`config.mk`:
```
export PLATFORM = sky130hd
export DESIGN_NAME = uart_img_frame_loader
export DESIGN_NICKNAME = d
export VERILOG_FILES = /design/src/rtl/uart_img_frame_loader.sv
export SDC_FILE = /design/constraint.sdc
export NUM_CORES = 1
export LEC_CHECK = 0
export ABC_AREA = 1
export CORE_MARGIN = 2
export CORE_UTILIZATION = 51
export DETAILED_ROUTE_END_ITERATION = 12
export MAX_ROUTING_LAYER = met4
export PLACE_DENSITY = 0.84
export SETUP_SLACK_MARGIN = 0.2
export SLEW_MARGIN = 0
export SYNTH_ARGS = -nofsm -noshare
export SYNTH_HDL_FRONTEND = slang
export SYNTH_SLANG_ARGS = --single-unit
```
`constraint.sdc`:
```
create_clock -name Clk -period 1.6 [get_ports Clk]
set_clock_uncertainty 0.05 [all_clocks]
set_input_delay 0.32 -clock Clk [delete_from_list [all_inputs] [get_ports Clk]]
set_output_delay 0.32 -clock Clk [all_outputs]
set_load 0.02 [all_outputs]
```
`src/rtl/uart_img_frame_loader.sv`:
```
// uart_img_frame_loader: parses a framed RGB565 image stream from UART bytes into RAM writes.
// Frame: A5 5A, IMG_W*IMG_H pixels (hi byte first), then an 8-bit sum of all pixel bytes.
module uart_img_frame_loader #(
    parameter int IMG_W       = 256,
    parameter int IMG_H       = 256,
    parameter int ADDR_W      = 16,
    parameter int TIMEOUT_CYC = 500000
) (
    input  logic              Clk,
    input  logic              Reset_n,
    input  logic [7:0]        rx_data,
    input  logic              rx_done,
    output logic              ram_wren,
    output logic [ADDR_W-1:0] ram_wraddr,
    output logic [15:0]       ram_wrdata,
    output logic              busy,
    output logic              frame_done,
    output logic              frame_err,
    output logic              err_timeout
);
    localparam int TO_W = $clog2(TIMEOUT_CYC + 1);
    localparam logic [ADDR_W-1:0] LAST_PIX = ADDR_W'(IMG_W * IMG_H - 1);
    localparam logic [TO_W-1:0]   TO_LAST  = TO_W'(TIMEOUT_CYC - 1);

    typedef enum logic [2:0] {IDLE, SYNC2, HI, LO, CSUM} state_t;

    state_t            state, state_nxt;
    logic [ADDR_W-1:0] pix_cnt;
    logic [7:0]        csum, hi_byte;
    logic [TO_W-1:0]   to_cnt;
    logic              do_wr, do_done, do_err, do_tmo;

    always_ff @(posedge Clk or negedge Reset_n) begin
        if (!Reset_n) state <= IDLE;
        else          state <= state_nxt;
    end

    // A received byte always wins over an expiring timeout in the same cycle.
    always_comb begin
        state_nxt = state;
        do_wr     = 1'b0;
        do_done   = 1'b0;
        do_err    = 1'b0;
        do_tmo    = 1'b0;
        if (rx_done) begin
            case (state)
                IDLE:  state_nxt = (rx_data == 8'hA5) ? SYNC2 : IDLE;
                SYNC2: state_nxt = (rx_data == 8'h5A) ? HI : (rx_data == 8'hA5) ? SYNC2 : IDLE;
                HI:    state_nxt = LO;
                LO: begin
                    do_wr     = 1'b1;
                    state_nxt = (pix_cnt == LAST_PIX) ? CSUM : HI;
                end
                CSUM: begin
                    do_done   = 1'b1;
                    do_err    = (rx_data != csum);
                    state_nxt = IDLE;
                end
                default: state_nxt = IDLE;
            endcase
        end else if (state != IDLE && to_cnt == TO_LAST) begin
            state_nxt = IDLE;
            do_err    = 1'b1;
            do_tmo    = 1'b1;
        end
    end

    always_ff @(posedge Clk or negedge Reset_n) begin
        if (!Reset_n) begin
            ram_wren    <= 1'b0;
            ram_wraddr  <= '0;
            ram_wrdata  <= '0;
            busy        <= 1'b0;
            frame_done  <= 1'b0;
            frame_err   <= 1'b0;
            err_timeout <= 1'b0;
            pix_cnt     <= '0;
            csum        <= '0;
            hi_byte     <= '0;
            to_cnt      <= '0;
        end else begin
            ram_wren   <= do_wr;
            frame_done <= do_done;
            frame_err  <= do_err;
            busy       <= (state_nxt != IDLE);
            to_cnt     <= (rx_done || state_nxt == IDLE) ? '0 : to_cnt + 1'b1;
            if (do_err) err_timeout <= do_tmo;
            if (do_wr) begin
                ram_wraddr <= pix_cnt;
                ram_wrdata <= {hi_byte, rx_data};
            end
            if (rx_done) begin
                if (state == SYNC2 && rx_data == 8'h5A) begin
                    pix_cnt <= '0;
                    csum    <= '0;
                end
                if (state == HI) begin
                    hi_byte <= rx_data;
                    csum    <= csum + rx_data;
                end
                if (state == LO) begin
                    csum    <= csum + rx_data;
                    pix_cnt <= pix_cnt + 1'b1;
                end
            end
        end
    end
endmodule

```
==> impl_results.md <==
* Die Footprint at just over 9000 um2
* Leading area contributor after synthesis: dfrtp_1
* Maximum Capacitance Violations at 0
* Initial DRC count at roughly 670
* Asr flop ratio synth at 100%
* Slowest cell on crit path: dfrtp_1
* Crit. End Element: register
* CTS tree: built
* Slowest cell delay on critical path at roughly 0.4 ns
* Crit path time final at around 2.1 ns
* PortBufs at between 40 and 50
* Critical Path Start Type: register
* Cell area after synthesis at between 4000 and 5000 um2
* Syn Area/Cell at approximately 8.4 um2
* Seq/Total Area, Yosys at 52.0%
* Total power draw at between 9 and 10 mW
* PnR worst setup slack at -0.506 ns
* R2R Path End: to_cnt[8]
* Dpl ws at -0.565 ns
* Die Wd at 96.6 um
* Tcrit/Tclk final at 132%
* Largest family of logic cells by synthesized area: simple AND/OR/NAND/NOR gates
* Met1 WL at 6970 um
* Detailed Place HPWL at 7640 um
* Violated checks: negative setup slack
* Synth cell types at 32
* Most common cell in the netlist: nand2_1
* Max-slew violations at 0
* Die height at between 90 and 100 um
* RSZ-0062 raised after global routing: yes
* Clk_lat worst skew at 0.40 ns
* Clk root buf: clkbuf_8
* Top cell by count, worst path: nor2_2
* F_max at 475 MHz
* Slew @ Worst Pin at about 0.56 ns
* Clk pin slew, worst setup/hold paths at 0.12 ns
* Critical path peak fanout at 9
* CP top delay family: simple AND/OR/NAND/NOR gates
* Initial antenna violation count at 1
* Placed Instances at around 750
* Post-Syn Nets at roughly 550
* Met2 WL at 10100 um
* Simple-Gate Fraction of Synth Area at between 20% and 30%
* Worst EP required at between 1.5 and 2 ns
* Max VDD drop at 0.806 mV
* ANT nets after route at 0
* Cells along the critical path: ha_2 -> nand2_4 -> nor2_4 -> nand2_2 -> nor2_4 -> inv_2 -> nor2_2 -> nor2_1 -> nor2_2 -> nand2_4 -> nand2_8 -> nor2_2
* Syn Inst Count at 524
* Top cells by area, synth: dfrtp_1, nand2_1, o21ai_0
* Final wirelength at ~22000 um
* CP Buf/Inv Count at 1
* GRT overflow at 0
* Worst r2r src: pix_cnt[0]
* Clk sinks at 91
* Synthesis warning total at 0
* DR pass1 iterations at 6
* Share of cells above drive strength 1 at between 50 and 60%
* I/O pin total at 48
* Post-Synth Adder-Cell Area at 3.03%
* Setup CP Type: register to register
* Post-synthesis register bit count at 91
* CTS max path bufs at 2
* Hold Crit Class: input pin to async pin
* Initial core utilization at 53.0%
* Worst setup path startpoint: pix_cnt[0]
* Site Rows at 33
* Post-synth EDFFs at 0
* # DRC at 0
* Max layer used: met4
* Clock buffer count from CTS at 9
* Vias post-DR at 5409
* Tot GR Track Use at 34.5%
* Nets at around 730
* Outcome: complete, but fails checks
* First-pass GRT wire length at ~25000 um
* Design Area, Final at 7320 um2
* Core area at ~8300 um2
* Power per Cell Area at approximately 1400 nW/um2
* Final Non-Filler Cells at 824
* Syn-to-layout area delta at 67.2%
* Average routed wire per standard cell at 26.5 um
* Mux share of post-synthesis cell area at less than 1%
* Leakage at 3.62 nW
* Crit path to: to_cnt[8]
* R2R Setup Slk at -0.51 ns
* Complex-gate fraction of the synthesized area at 8.18%
* Vias/cell at 6.56
* H-tree depth at 3
* WP data arrival at roughly 2.3 ns
* Placed inst area at approximately 5700 um2
* DR WL met3 at roughly 2600 um
* Setup violations, final at 77
* Vias in the first global route at roughly 4900
* Largest net degree at the start of global routing at 50
* Xor/xnor share of the synthesized area at 3.60%
* Top cell type's share of synthesized area at 52.0%
* Reg2Reg Depth at 12
* WP depth at 12
* Slew margin rel. at slightly above 60%
* Post-synth top cells: nand2_1, dfrtp_1, inv_1, o21ai_0, nor2_1
* Ys flop type: dfrtp_1
* Placer Congestion at approximately 0.86
* Fin. Hold Viols at 0
==> area by class of cell <==
cell class	count	area, um2
Antenna cell	1	2.50
Tap cell	105	131
Multi-Input combinational cell	366	2760
Clock buffer	10	138
Sequential cell	91	2280
Fill cell	286	940
Clock inverter	6	96.3
Inverter	57	231
Timing Repair Buffer	188	1680
==> report_power, final <==
| group | total, mW | internal, mW | leakage (nW) | switching [mW] |
|---|---|---|---|---|
| logic | 4.46 | 1.86 | 2.31 | 2.60 |
| clock network | 2.01 | 0.945 | 0.115 | 1.06 |
| registers | 3.46 | 2.86 | 1.19 | 0.601 |
| total | 9.93 | 5.67 | 3.62 | 4.26 |
==> registers in the layout, indices dropped and copies added (netlist names) <==
register	cells
state	3
ram_wrdata	16
ram_wraddr	16
csum	8
err_timeout	1
ram_wren	1
hi_byte	8
pix_cnt	16
frame_err	1
frame_done	1
busy	1
to_cnt	19
==> metal layers <==
layer  vias up  GRT usage [%]
li1       2061              -
met1      2553           38.4
met4         0           19.8
met3       210           7.23
met5         -              -
met2       585           57.5
==> stage by stage <==
stage	utilization (%)	hold WS [ns]	TNS, ns
final	88.6	0.407	-15.89
after global routing	88.6	0.447	-17.06
after CTS	80.0	0.427	-2.75
after detailed placement	69.0	0.276	-28.45
after global placement	69.0	0.270	-24.29
after floorplan	-	-0.0256	-1.30
==> worst min-delay path by stage <==
stage | from | to
final | Reset_n | pix_cnt[6]
after detailed placement | Reset_n | ram_wraddr[7]
after floorplan | Reset_n | busy
after global placement | Reset_n | ram_wraddr[7]
after CTS | Reset_n | ram_wraddr[7]
after global routing | Reset_n | ram_wrdata[0]
==> cell families after synthesis <==
family,Yosys count
simple gates,268
flops,91
buf+inv,69
compound gates,67
xor+xnor,18
fa+ha+maj,10
mux,1
==> worst reg2reg max path: cells and delay by family, from the launching register on <==
kind | cells | cell delay (ns)
adders and majority gates | 1 | 0.24
buffers and inverters | 1 | 0.11
DFF | 1 | 0.41
and+or+nand+nor | 10 | 1.20
==> placed cells by master (no fill, tap or decap), types with 4 or more instances in the layout <==
cell           netlist  final
a21oi_1              9      5
a21oi_2              0      4
buf_12               0      7
buf_16               0      5
buf_2                3     32
buf_4                0    100
buf_6                0     22
buf_8                1      5
clkbuf_2             0      5
clkbuf_8             0     10
dfrtp_1             91     89
dlygate4sd2_1        0      5
ha_4                 0      5
inv_1               55     48
inv_2                2      6
nand2_1            149     85
nand2_2              5     33
nand2_4              1     36
nand3_1             23     13
nand3_2              0      7
nand4_1             12     12
nor2_1              43     27
nor2_2              14     17
nor2_4               2     15
nor3_1              14      6
nor3_2               0      5
o21ai_0             48     12
o21ai_1              0     12
o21ai_2              0     22
xnor2_1              6      4
xor2_1              12     10
==> repair_timing <==
item | 4_1_cts | 5_1_grt
endpoints found under the setup margin | 108 | 119
hold buffers | 1 | 0
cloned | 6 | 4
pin swaps | 32 | 45
hold endpoints to repair | 91 | 0
gates resized for setup | 237 | 197
setup buffers | 14 | 29
No activity file was read; power rests on OpenSTA's default activity.
